`config.mk`:
```
export PLATFORM = sky130hd
export DESIGN_NAME = regfile_sb
export DESIGN_NICKNAME = d
export VERILOG_FILES = /design/src/rtl/regfile_pkg.sv /design/src/rtl/regfile_scoreboard.sv /design/src/rtl/regfile_sb.sv
export SDC_FILE = /design/constraint.sdc
export NUM_CORES = 1
export LEC_CHECK = 0
export BUFFER_PORTS_ARGS = -buffer_cell sky130_fd_sc_hd__buf_2
export CORE_ASPECT_RATIO = 0.8
export CORE_MARGIN = 4
export CORE_UTILIZATION = 45
export CTS_CLUSTER_DIAMETER = 40
export DETAILED_ROUTE_END_ITERATION = 7
export SLEW_MARGIN = 5
export SYNTH_ARGS = -nofsm -noshare
export SYNTH_HDL_FRONTEND = slang
export SYNTH_SLANG_ARGS = --single-unit
```
`constraint.sdc`:
```
create_clock -name Clk -period 4.2 [get_ports Clk]
set_clock_uncertainty 0.05 [all_clocks]
set_input_delay 0.63 -clock Clk [delete_from_list [all_inputs] [get_ports Clk]]
set_output_delay 0.63 -clock Clk [all_outputs]
set_load 0.02 [all_outputs]
```
`src/rtl/regfile_pkg.sv`:
```
// regfile_pkg: parameter defaults and data/address types for regfile_sb
package regfile_pkg;
    localparam int W_DEF  = 8;
    localparam int A_DEF  = 4;
    localparam int NR_DEF = 2;
    typedef logic [A_DEF-1:0] reg_addr_t;
    typedef logic [W_DEF-1:0] reg_data_t;
endpackage

```
`src/rtl/regfile_scoreboard.sv`:
```
// regfile_scoreboard: per-register busy bits for outstanding loads plus the WAW diagnostic flag
module regfile_scoreboard
    import regfile_pkg::*;
#(
    parameter int A     = A_DEF,
    parameter int ZERO0 = 0
) (
    input  logic          Clk,
    input  logic          Reset,
    input  logic          SbSet,
    input  logic [A-1:0]  SbAddr,
    input  logic          WrEn1,
    input  logic [A-1:0]  Waddr1,
    input  logic          WrEn0,
    input  logic [A-1:0]  Waddr0,
    output logic [2**A-1:0] Busy,
    output logic          WawErr
);
    localparam bit Z = ZERO0 != 0;
    logic [2**A-1:0] busy_nxt;
    // set is applied after clear so a back-to-back load to the same register stays busy
    always_comb begin
        busy_nxt = Busy;
        if (WrEn1) busy_nxt[Waddr1] = 1'b0;
        if (SbSet && !(Z && SbAddr == '0)) busy_nxt[SbAddr] = 1'b1;
    end
    always_ff @(posedge Clk) begin
        if (Reset) begin
            Busy   <= '0;
            WawErr <= 1'b0;
        end else begin
            Busy   <= busy_nxt;
            WawErr <= WrEn0 & Busy[Waddr0] & ~(WrEn1 & (Waddr1 == Waddr0));
        end
    end
endmodule

```
`src/rtl/regfile_sb.sv`:
```
// regfile_sb: two-write-port register file with load scoreboard
// Optional same-cycle write-to-read bypass enabled by macro REGFILE_SB_BYPASS_EN.
module regfile_sb
    import regfile_pkg::*;
#(
    parameter int W     = W_DEF,
    parameter int A     = A_DEF,
    parameter int NR    = NR_DEF,
    parameter int ZERO0 = 0
) (
    input  logic            Clk,
    input  logic            Reset,
    input  logic [NR*A-1:0] Raddr,
    output logic [NR*W-1:0] DataOut,
    output logic [NR-1:0]   RdReady,
    input  logic            WrEn0,
    input  logic [A-1:0]    Waddr0,
    input  logic [W-1:0]    WrData0,
    input  logic            WrEn1,
    input  logic [A-1:0]    Waddr1,
    input  logic [W-1:0]    WrData1,
    input  logic            SbSet,
    input  logic [A-1:0]    SbAddr,
    output logic [2**A-1:0] Busy,
    output logic            WawErr
);
    localparam bit Z = ZERO0 != 0;
    logic [W-1:0] mem [2**A];
    logic we0, we1;
    assign we0 = WrEn0 && !(Z && Waddr0 == '0);
    assign we1 = WrEn1 && !(Z && Waddr1 == '0);
    // port 0 is written last so the younger ALU result wins an address collision
    always_ff @(posedge Clk) begin
        if (Reset) begin
            mem <= '{default: '0};
        end else begin
            if (we1) mem[Waddr1] <= WrData1;
            if (we0) mem[Waddr0] <= WrData0;
        end
    end
    regfile_scoreboard #(.A(A), .ZERO0(ZERO0)) u_sb (
        .Clk    (Clk),
        .Reset  (Reset),
        .SbSet  (SbSet),
        .SbAddr (SbAddr),
        .WrEn1  (WrEn1),
        .Waddr1 (Waddr1),
        .WrEn0  (WrEn0),
        .Waddr0 (Waddr0),
        .Busy   (Busy),
        .WawErr (WawErr)
    );
    for (genvar g = 0; g < NR; g++) begin : g_rd
        logic [A-1:0] ra;
        logic [W-1:0] rd;
        logic         rdy;
        logic         force0;
        assign ra = Raddr[g*A +: A];
`ifdef REGFILE_SB_BYPASS_EN
        assign rd  = (WrEn0 && Waddr0 == ra) ? WrData0 : (WrEn1 && Waddr1 == ra) ? WrData1 : mem[ra];
        assign rdy = !Busy[ra] || (WrEn1 && Waddr1 == ra);
`else
        assign rd  = mem[ra];
        assign rdy = !Busy[ra];
`endif
        // reset and the hardwired r0 mask everything, bypass included
        assign force0 = Reset || (Z && ra == '0);
        assign DataOut[g*W +: W] = force0 ? '0 : rd;
        assign RdReady[g] = force0 || rdy;
    end
endmodule

```
## After elaboration in Yosys (flattened, before gate mapping)

Index checks and enable logic that the tools add are counted.
W data, S select, Z words.

| operators by class | value |
|---|---|
| mux-type cells | 29 |
| reductions and logical operators | 8 |
| equality and inequality tests | 1 |
| bitwise gates (word level) | 11 |
| magnitude comparators | 13 |

Operator list:

| kind | number |
|---|---|
| $mux W128 | 3 |
| $bwmux W128 | 2 |
| $bmux W8 S4 | 2 |
| $demux W8 S4 | 2 |
| $mux W8 | 8 |
| $mux W16 | 2 |
| $lt A4 B5 Y1 const B | 5 |
| $ge A5 B5 Y1 const B | 4 |
| $not A4 Y5 | 4 |
| $and A16 B16 Y16 | 1 |
| $not A16 Y16 | 1 |
| $or A16 B16 Y16 | 1 |
| $bmux W1 S4 | 3 |
| $lt A5 B1 Y1 const B | 2 |
| $demux W1 S4 | 2 |
| $ge A4 B1 Y1 const B | 2 |
| $mux W1 | 5 |
| $eq A4 B4 Y1 | 1 |
| $logic_and A1 B1 Y1 | 4 |
| $and A1 B1 Y1 | 3 |
| $logic_not A1 Y1 | 2 |
| $logic_or A1 B1 Y1 | 2 |
| $not A1 Y1 | 1 |

| word-level totals | value |
|---|---|
| output and inout port bits | 35 |
| input bits | 41 |
| flip-flop bits (word level) | 145 |

## Longest topological paths before layout

Gate-level depths: netlist (run 1).

| logic depth | value |
|---|---|
| depth in word-level cells | 10 |
| depth in mapped cells | 7 |
| depth with buffers taken out | 4 |

## Cells and area by module

From an unflattened synthesis (run 1), not the netlist that was laid out.

| unflattened totals | value |
|---|---|
| cells, all modules | 1037 |
| area, all modules | 9130.0 um^2 |

Modules (own cells, without submodules):

| module | area each (um^2) | instances | cells an instance | sequential area each (um^2) |
|---|---|---|---|---|
| regfile_sb | 8252.9 | 1 | 935 | 2562.5 |
| regfile_scoreboard | 877.1 | 1 | 102 | 340.3 |

## Least setup slack after synthesis (run 1)

No wires, ideal clock.

| timing | value |
|---|---|
| kind | input -> output |
| start | in Raddr[4] |
| end | out DataOut[10] |
| path buffers | 2 |
| slack | 1.514 ns |
| required time | 3.520 ns |
| arrival time | 2.006 ns |
| stages on the path | 5 |
| path through | buf_2 -> buf_2 -> mux4_2 -> mux2i_1 -> o22ai_1 |

| between the ends | value |
|---|---|
| cells in the longest elaborated chain, start to end | 5 |

Ends and longest elaborated chain:

| item | RTL line | text |
|---|---|---|
| start: declaration | regfile_sb.sv:13 | `input logic [NR*A-1:0] Raddr,` |
| $not A4 Y5 (implied by the code) | regfile_sb.sv:63 | `assign rd = mem[ra];` |
| $bmux W8 S4 | regfile_sb.sv:63 |  |
| $mux W8 (implied by the code) (2 in a row) | regfile_sb.sv:63 |  |
| $mux W8 | regfile_sb.sv:68 | `assign DataOut[g*W +: W] = force0 ? '0 : rd;` |
| end: declaration | regfile_sb.sv:14 | `output logic [NR*W-1:0] DataOut,` |

Every way passes these cells. The select of a mux whose other input is x is not followed.

## Worst setup path in the final report (run 1)

| timing | value |
|---|---|
| start | in Raddr[0] |
| end | out DataOut[7] |

Same word-level chain as after synthesis.

==> results of run 1 <==
-- through the flow --
stage	area (um^2)	util, %	hold slack, ns	std cells	worst slack (ns)
2_1_floorplan	8970	-	0.480	867	1.51
3_3_place_gp	9340	48.5	0.462	1116	0.888
3_5_place_dp	9340	48.5	0.467	1116	0.889
4_1_cts	9950	51.7	0.348	1145	0.889
5_1_grt	9950	51.7	0.349	1146	0.774
6_report	9950	51.7	0.364	1146	0.883
-- synth_stat cells (all sizes together), types with 2 or more instances --
master	count	share of area, %
mux2i	165	18
nor2	152	7.2
dfxtp	145	32
a211oi	128	11
mux4	77	19
buf	52	2.9
clkbuf	42	1.8
nand2	23	0.96
o22ai	15	1.0
a21oi	9	0.50
nand3	9	0.64
o21ai	9	0.50
nand2b	8	0.56
a22oi	7	0.59
nor2b	5	0.35
xor2	3	0.29
and3b	2	0.20
nand3b	2	0.45
nor3b	2	0.29
o22a	2	0.20
or2	2	0.14
or3	2	0.14
-- state kept, by name, summed over array words and instances (netlist names) --
name	flops
u_sb.WawErr	1
u_sb.Busy	16
mem	128
-- layer usage --
metal / share of wire [%] / vias up
li1: - / 3322
met1: 46 / 3641
met2: 44 / 342
met3: 8.5 / 27
met4: 1.7 / 0
met5: 0 / -
-- where the power goes --
group / total, mW / internal, mW / switching, mW / leakage (nW)
clock network: 1.61 / 1.02 / 0.590 / 0.304
registers: 1.45 / 1.42 / 0.0344 / 1.18
logic: 0.426 / 0.166 / 0.260 / 2.30
total: 3.49 / 2.60 / 0.884 / 3.78
-- worst paths after layout --
kind / startpoint / to / slack [ns]
worst max-delay path: Raddr[0] / DataOut[7] / 0.88
worst min-delay path: Reset / mem[45]$_SDFF_PP0_ / 0.36
worst max register to register: u_sb.Busy[11]$_SDFF_PP0_ / u_sb.WawErr$_SDFF_PP0_ / 2.63
worst min register to register: u_sb.Busy[13]$_SDFF_PP0_ / u_sb.Busy[13]$_SDFF_PP0_ / 0.47
-- cell families after synthesis --
group | Yosys count | synth area share [%]
multiplexers | 242 | 37.7
AND/OR/NAND/NOR | 211 | 11.3
AO/OA/AOI/OAI | 170 | 13.5
flip-flops | 145 | 32.4
buffers and inverters | 95 | 4.73
XOR/XNOR | 4 | 0.391
-- worst reg2reg max path, stage by stage (launching register included) --
cell     delay (ns)
dfxtp_1        0.35
mux4_2         0.48
mux2i_1        0.26
mux2i_1        0.13
and4b_1        0.18
-- cell type report --
class / instances / area [um^2]
Tap cell: 258 / 323
Timing Repair Buffer: 85 / 465
Multi-Input combinational cell: 627 / 5650
Inverter: 1 / 3.75
Fill cell: 1768 / 9300
Sequential cell: 145 / 2900
Clock buffer: 24 / 512
Antenna cell: 1 / 2.50
Clock inverter: 5 / 100
-- layout by cell type, fill, tap and decap left out, types with 2 or more instances in the layout --
cell type / instances
a211oi_1: 128
a21oi_1: 9
a22oi_1: 7
and3b_1: 2
buf_2: 74
buf_4: 10
bufinv_16: 3
clkbuf_16: 17
clkbuf_8: 6
clkinv_2: 2
dfxtp_1: 145
mux2i_1: 165
mux4_2: 77
nand2_1: 23
nand2b_1: 8
nand3_1: 8
nand3b_4: 2
nor2_1: 143
nor2_4: 8
nor2b_1: 5
o21ai_0: 9
o22a_1: 2
o22ai_1: 15
or2_2: 2
or3_1: 2
xor2_1: 3
==> results.cfg, run 1 <==
[status]
status = finished clean

[power_and_ir_drop]
total_power_mw = 3.49
leakagePower_nw = 3.78
powerDensity_nw_per_um2 = 350
ir_worst_vdd_mv = 0.260

[grt]
grt_use_total_pct = 26.0
met3_usage_pct = 6.60
overflow = 0
gr-usage-met1_pct = 37.8
grt_pass1_wl_mm = 44.3
grt.met2_usage_pct = 38.5
antenna_found_initial = 1
grt_max_degree = 82
grt.busiest_layer = met2
grt_pass1_vias = 7071

[logic_synthesis]
synthCells = 867
yosysWarnings = 0
syn_area_um2 = 8970
synth.avg_cell_area_um2 = 10.3
ys_seq_area_share_pct = 32.4
yosys_most_used_dff = dfxtp_1
synth-seq-cells = 145
syn_nets = 908
synth_cell_types = 36
synth_edf_count = 0
synthArstFlopShare_pct = 0

[critical_path]
timing.critical_path.slowest_stage_cell = buf_2
cp-end-kind = primary output
cp_max_fo = 19
cpPeakStageDelay_ns = 0.58
path_buf_inv = 3
path_class = primary input to primary output
cp.arrival_ns = 2.64
worstSetupPathDepth = 6
path_delay_family = buffers and inverters
crit_required_ns = 3.52
path_cells = buf_2, buf_4, mux4_2, mux2i_1, o22ai_1, buf_2
reg2regPathDepth = 4
crit_path_start_kind = primary input
cpMostUsedCell = buf_2

[cts]
cts_htree_levels = 4
ctsResizeCount = 0
clkSlewWorstSetupHoldPaths_ns = 0.06
root_buffer = clkbuf_16
cts_hold_buf = 0
clock-sinks = 145
ctsLongestPathBuffers = 2
clk_latency_ns = 0.43
cts_made_buffers = 17
cts_tree = done
cts_setup_buffers = 0

[die]
core-area_um2 = 19300
die_w_um = 166
die_h_um = 134
fp-row-count = 45
ios = 76
die_area_um2 = 22300
start_util_pct = 46.6

[drt]
dr.pass1.iters = 5
wirelength_mm = 28.5
ant_nets = 0
via_per_inst = 6.40
drtIter0Drc = 721
route.detailed.wl_per_inst_um = 24.9
drc_errors = 0
vias = 7332

[sta]
fin_crit_ns = 3.32
rsz0062_at_grt = false
setup_tns_ns = 0
post-route-period-util_pct = 79.0
tightest_slew_ns = 0.912
finalMaxSlewViolations = 0
max_freq_ghz = 0.301
slew_headroom_pct = 39.2
setup_viol = 0
hold_viol = 0

[flow_run]
cap_violations = 0

[placement]
gp_congestion = 0.858
port-buffer-count = 75
dp_hpwl_mm = 18.6

[final_layout]
finalNetCount = 918
syn_to_final_growth_pct = 10.9
drive_gt1_share_pct = 23.1

[worst_hold_path]
hold_path_depth = 2
hold_class = primary input to flip-flop
Power figures use the tool's default switching activity.
==> run 2, diff against run 1 <==
clock period = 3.19 ns   (was 4.2 ns; I/O delays follow)
==> run 2 against run 1 <==
Effect of this change:
- sequential share of layout area down 0.22 points
- total power grew 31%
- core utilization rose by 0.39 points
- worst setup slack lost 0.41 ns
- register-to-register slack worse by 0.94 ns
- via count up 0.18%
- flip-flop and latch count is the same
- critical path depth is the same
- critical endpoint is now DataOut[8]
- first-iteration DRC count grew 23%
==> results.cfg, run 2 (same netlist as run 1, synthesis figures left out) <==
[critical_path]
cp-end-kind = primary output
timing.critical_path.slowest_stage_cell = mux4_2
crit_path_start_kind = primary input
cpMostUsedCell = buf_2
path_cells = buf_2, buf_12, mux4_2, mux2i_1, o22ai_1, buf_2
crit_required_ns = 2.66
path_buf_inv = 3
path_delay_family = multiplexers
path_class = primary input to primary output
cp_max_fo = 32
cpPeakStageDelay_ns = 0.55
cp.arrival_ns = 2.19

[final_layout]
final_common_cell = mux2i_1
finalNetCount = 925
fin_cells = 1155
drive_gt1_share_pct = 24.0
reg_top3 = mem (128), u_sb.Busy (16), u_sb.WawErr (1)
largest_register_ffs = 128
layout_common_cells = mux2i_1 (165), dfxtp_1 (145), nor2_1 (143), a211oi_1 (128), mux4_2 (77)
nFillCells = 1761
antenna_cells = 0
top_register = mem
syn_to_final_growth_pct = 11.8

[cts]
cts_hold_buf = 0
clkSlewWorstSetupHoldPaths_ns = 0.06
ctsResizeCount = 0
ctsLongestPathBuffers = 2
root_buffer = clkbuf_16
cts_setup_buffers = 0
clk_latency_ns = 0.43
cts_htree_levels = 4
cts_tree = done
clock-sinks = 145
cts_made_buffers = 17

[power_and_ir_drop]
power.switching_mw = 1.21
p_sw_share_pct = 26.4
leakagePower_nw = 3.82
ir_worst_vdd_mv = 0.308
intPower_mw = 3.37
seqPwrFrac_pct = 41.8
pwr-share-comb_pct = 12.4
p_clk_share_pct = 45.7
powerDensity_nw_per_um2 = 457
total_power_mw = 4.58

[sta]
max_freq_ghz = 0.367
fin_crit_ns = 2.72
setup_viol = 0
post-route-period-util_pct = 85.3
worst_slack_ns = 0.468
tightest_slew_ns = 0.872
setup_tns_ns = 0
hold_viol = 0
rsz0062_at_grt = false
slew_headroom_pct = 41.9
finalMaxSlewViolations = 0
finalHoldWorstSlack_ns = 0.302

[flow_run]
cap_violations = 0

[placement]
dp_hpwl_mm = 18.9
dpl.cell_count = 1123
dp_slack_ns = 0.546
port-buffer-count = 75
gp_congestion = 0.869

[drt]
vias = 7345
via_per_inst = 6.36
dr.pass1.iters = 6
drc_errors = 0
ant_nets = 0
drtIter0Drc = 888
wirelength_mm = 28.9
route.detailed.wl_per_inst_um = 25.0

[die]
fp-row-count = 45
die_w_um = 166
core-area_um2 = 19300
die_area_um2 = 22300
die_h_um = 134
ios = 76
start_util_pct = 46.6

[grt]
grt_pass1_vias = 6726
grt_pass1_wl_mm = 44.0
grt_use_total_pct = 25.7
antenna_found_initial = 0
grt_max_degree = 77
overflow = 0

[status]
status = finished clean

[worst_hold_path]
hold_class = primary input to flip-flop
-- run 2: cell types whose count changed in the layout (fill, tap and decap cells not counted) --
| cell | delta |
|---|---|
| diode_2 | -1 |
| clkinvlp_4 | +1 |
| clkinv_2 | +1 |
| buf_4 | +5 |
| bufinv_16 | -1 |
| buf_12 | +2 |
| clkinv_4 | +2 |
-- run 2: path summary, 6_finish.rpt --
check / startpoint / end / slack (ns) / cells past startpoint
max: Raddr[4] / DataOut[8] / 0.47 / 6
min: SbAddr[0] / u_sb.Busy[13]$_SDFF_PP0_ / 0.30 / 3
max reg2reg: u_sb.Busy[3]$_SDFF_PP0_ / u_sb.WawErr$_SDFF_PP0_ / 1.69 / 4
min reg2reg: u_sb.Busy[11]$_SDFF_PP0_ / u_sb.Busy[11]$_SDFF_PP0_ / 0.48 / 2
-- run 2: power groups by stage --
stage               combinational [mW]  clock (mW)  sequential [mW]
floorplan                        0.395           0             1.94
global placement                 0.556           0             1.95
detailed placement               0.561           0             1.95
CTS                              0.563        2.10             1.91
global route                     0.607        2.18             1.92
finish                           0.569        2.09             1.92
-- run 2: layer usage --
layer  vias to the layer above  routed length [um]  track usage (%)
li1                       3334                   -                -
met1                      3620               13100             38.6
met2                       357               12700             37.4
met3                        34                2690             6.10
met4                         0                 388             6.28
met5                         -                   0                0
-- run 2: tightest hold or removal path: stages --
cell and delay [ns]:
buf_2 0.12, nand2_1 0.07, a21oi_1 0.06
-- run 2: metrics by stage --
| stage | utilization (%) | cell area (um^2) |
|---|---|---|
| 4_1_cts | 52.1 | 10000 |
| 2_1_floorplan | - | 8970 |
| 3_3_place_gp | 48.9 | 9420 |
| 5_1_grt | 52.1 | 10000 |
| 3_5_place_dp | 48.9 | 9420 |
| 6_report | 52.1 | 10000 |
-- run 2: area by class of cell --
class / instances / area (um^2) / share of cell area, %
Clock buffer: 24 / 512 / 5.10
Clock inverter: 8 / 100 / 0.998
Inverter: 1 / 3.75 / 0.0374
Timing Repair Buffer: 92 / 543 / 5.41
Tap cell: 258 / 323 / 3.22
Multi-Input combinational cell: 627 / 5650 / 56.3
Sequential cell: 145 / 2900 / 28.9
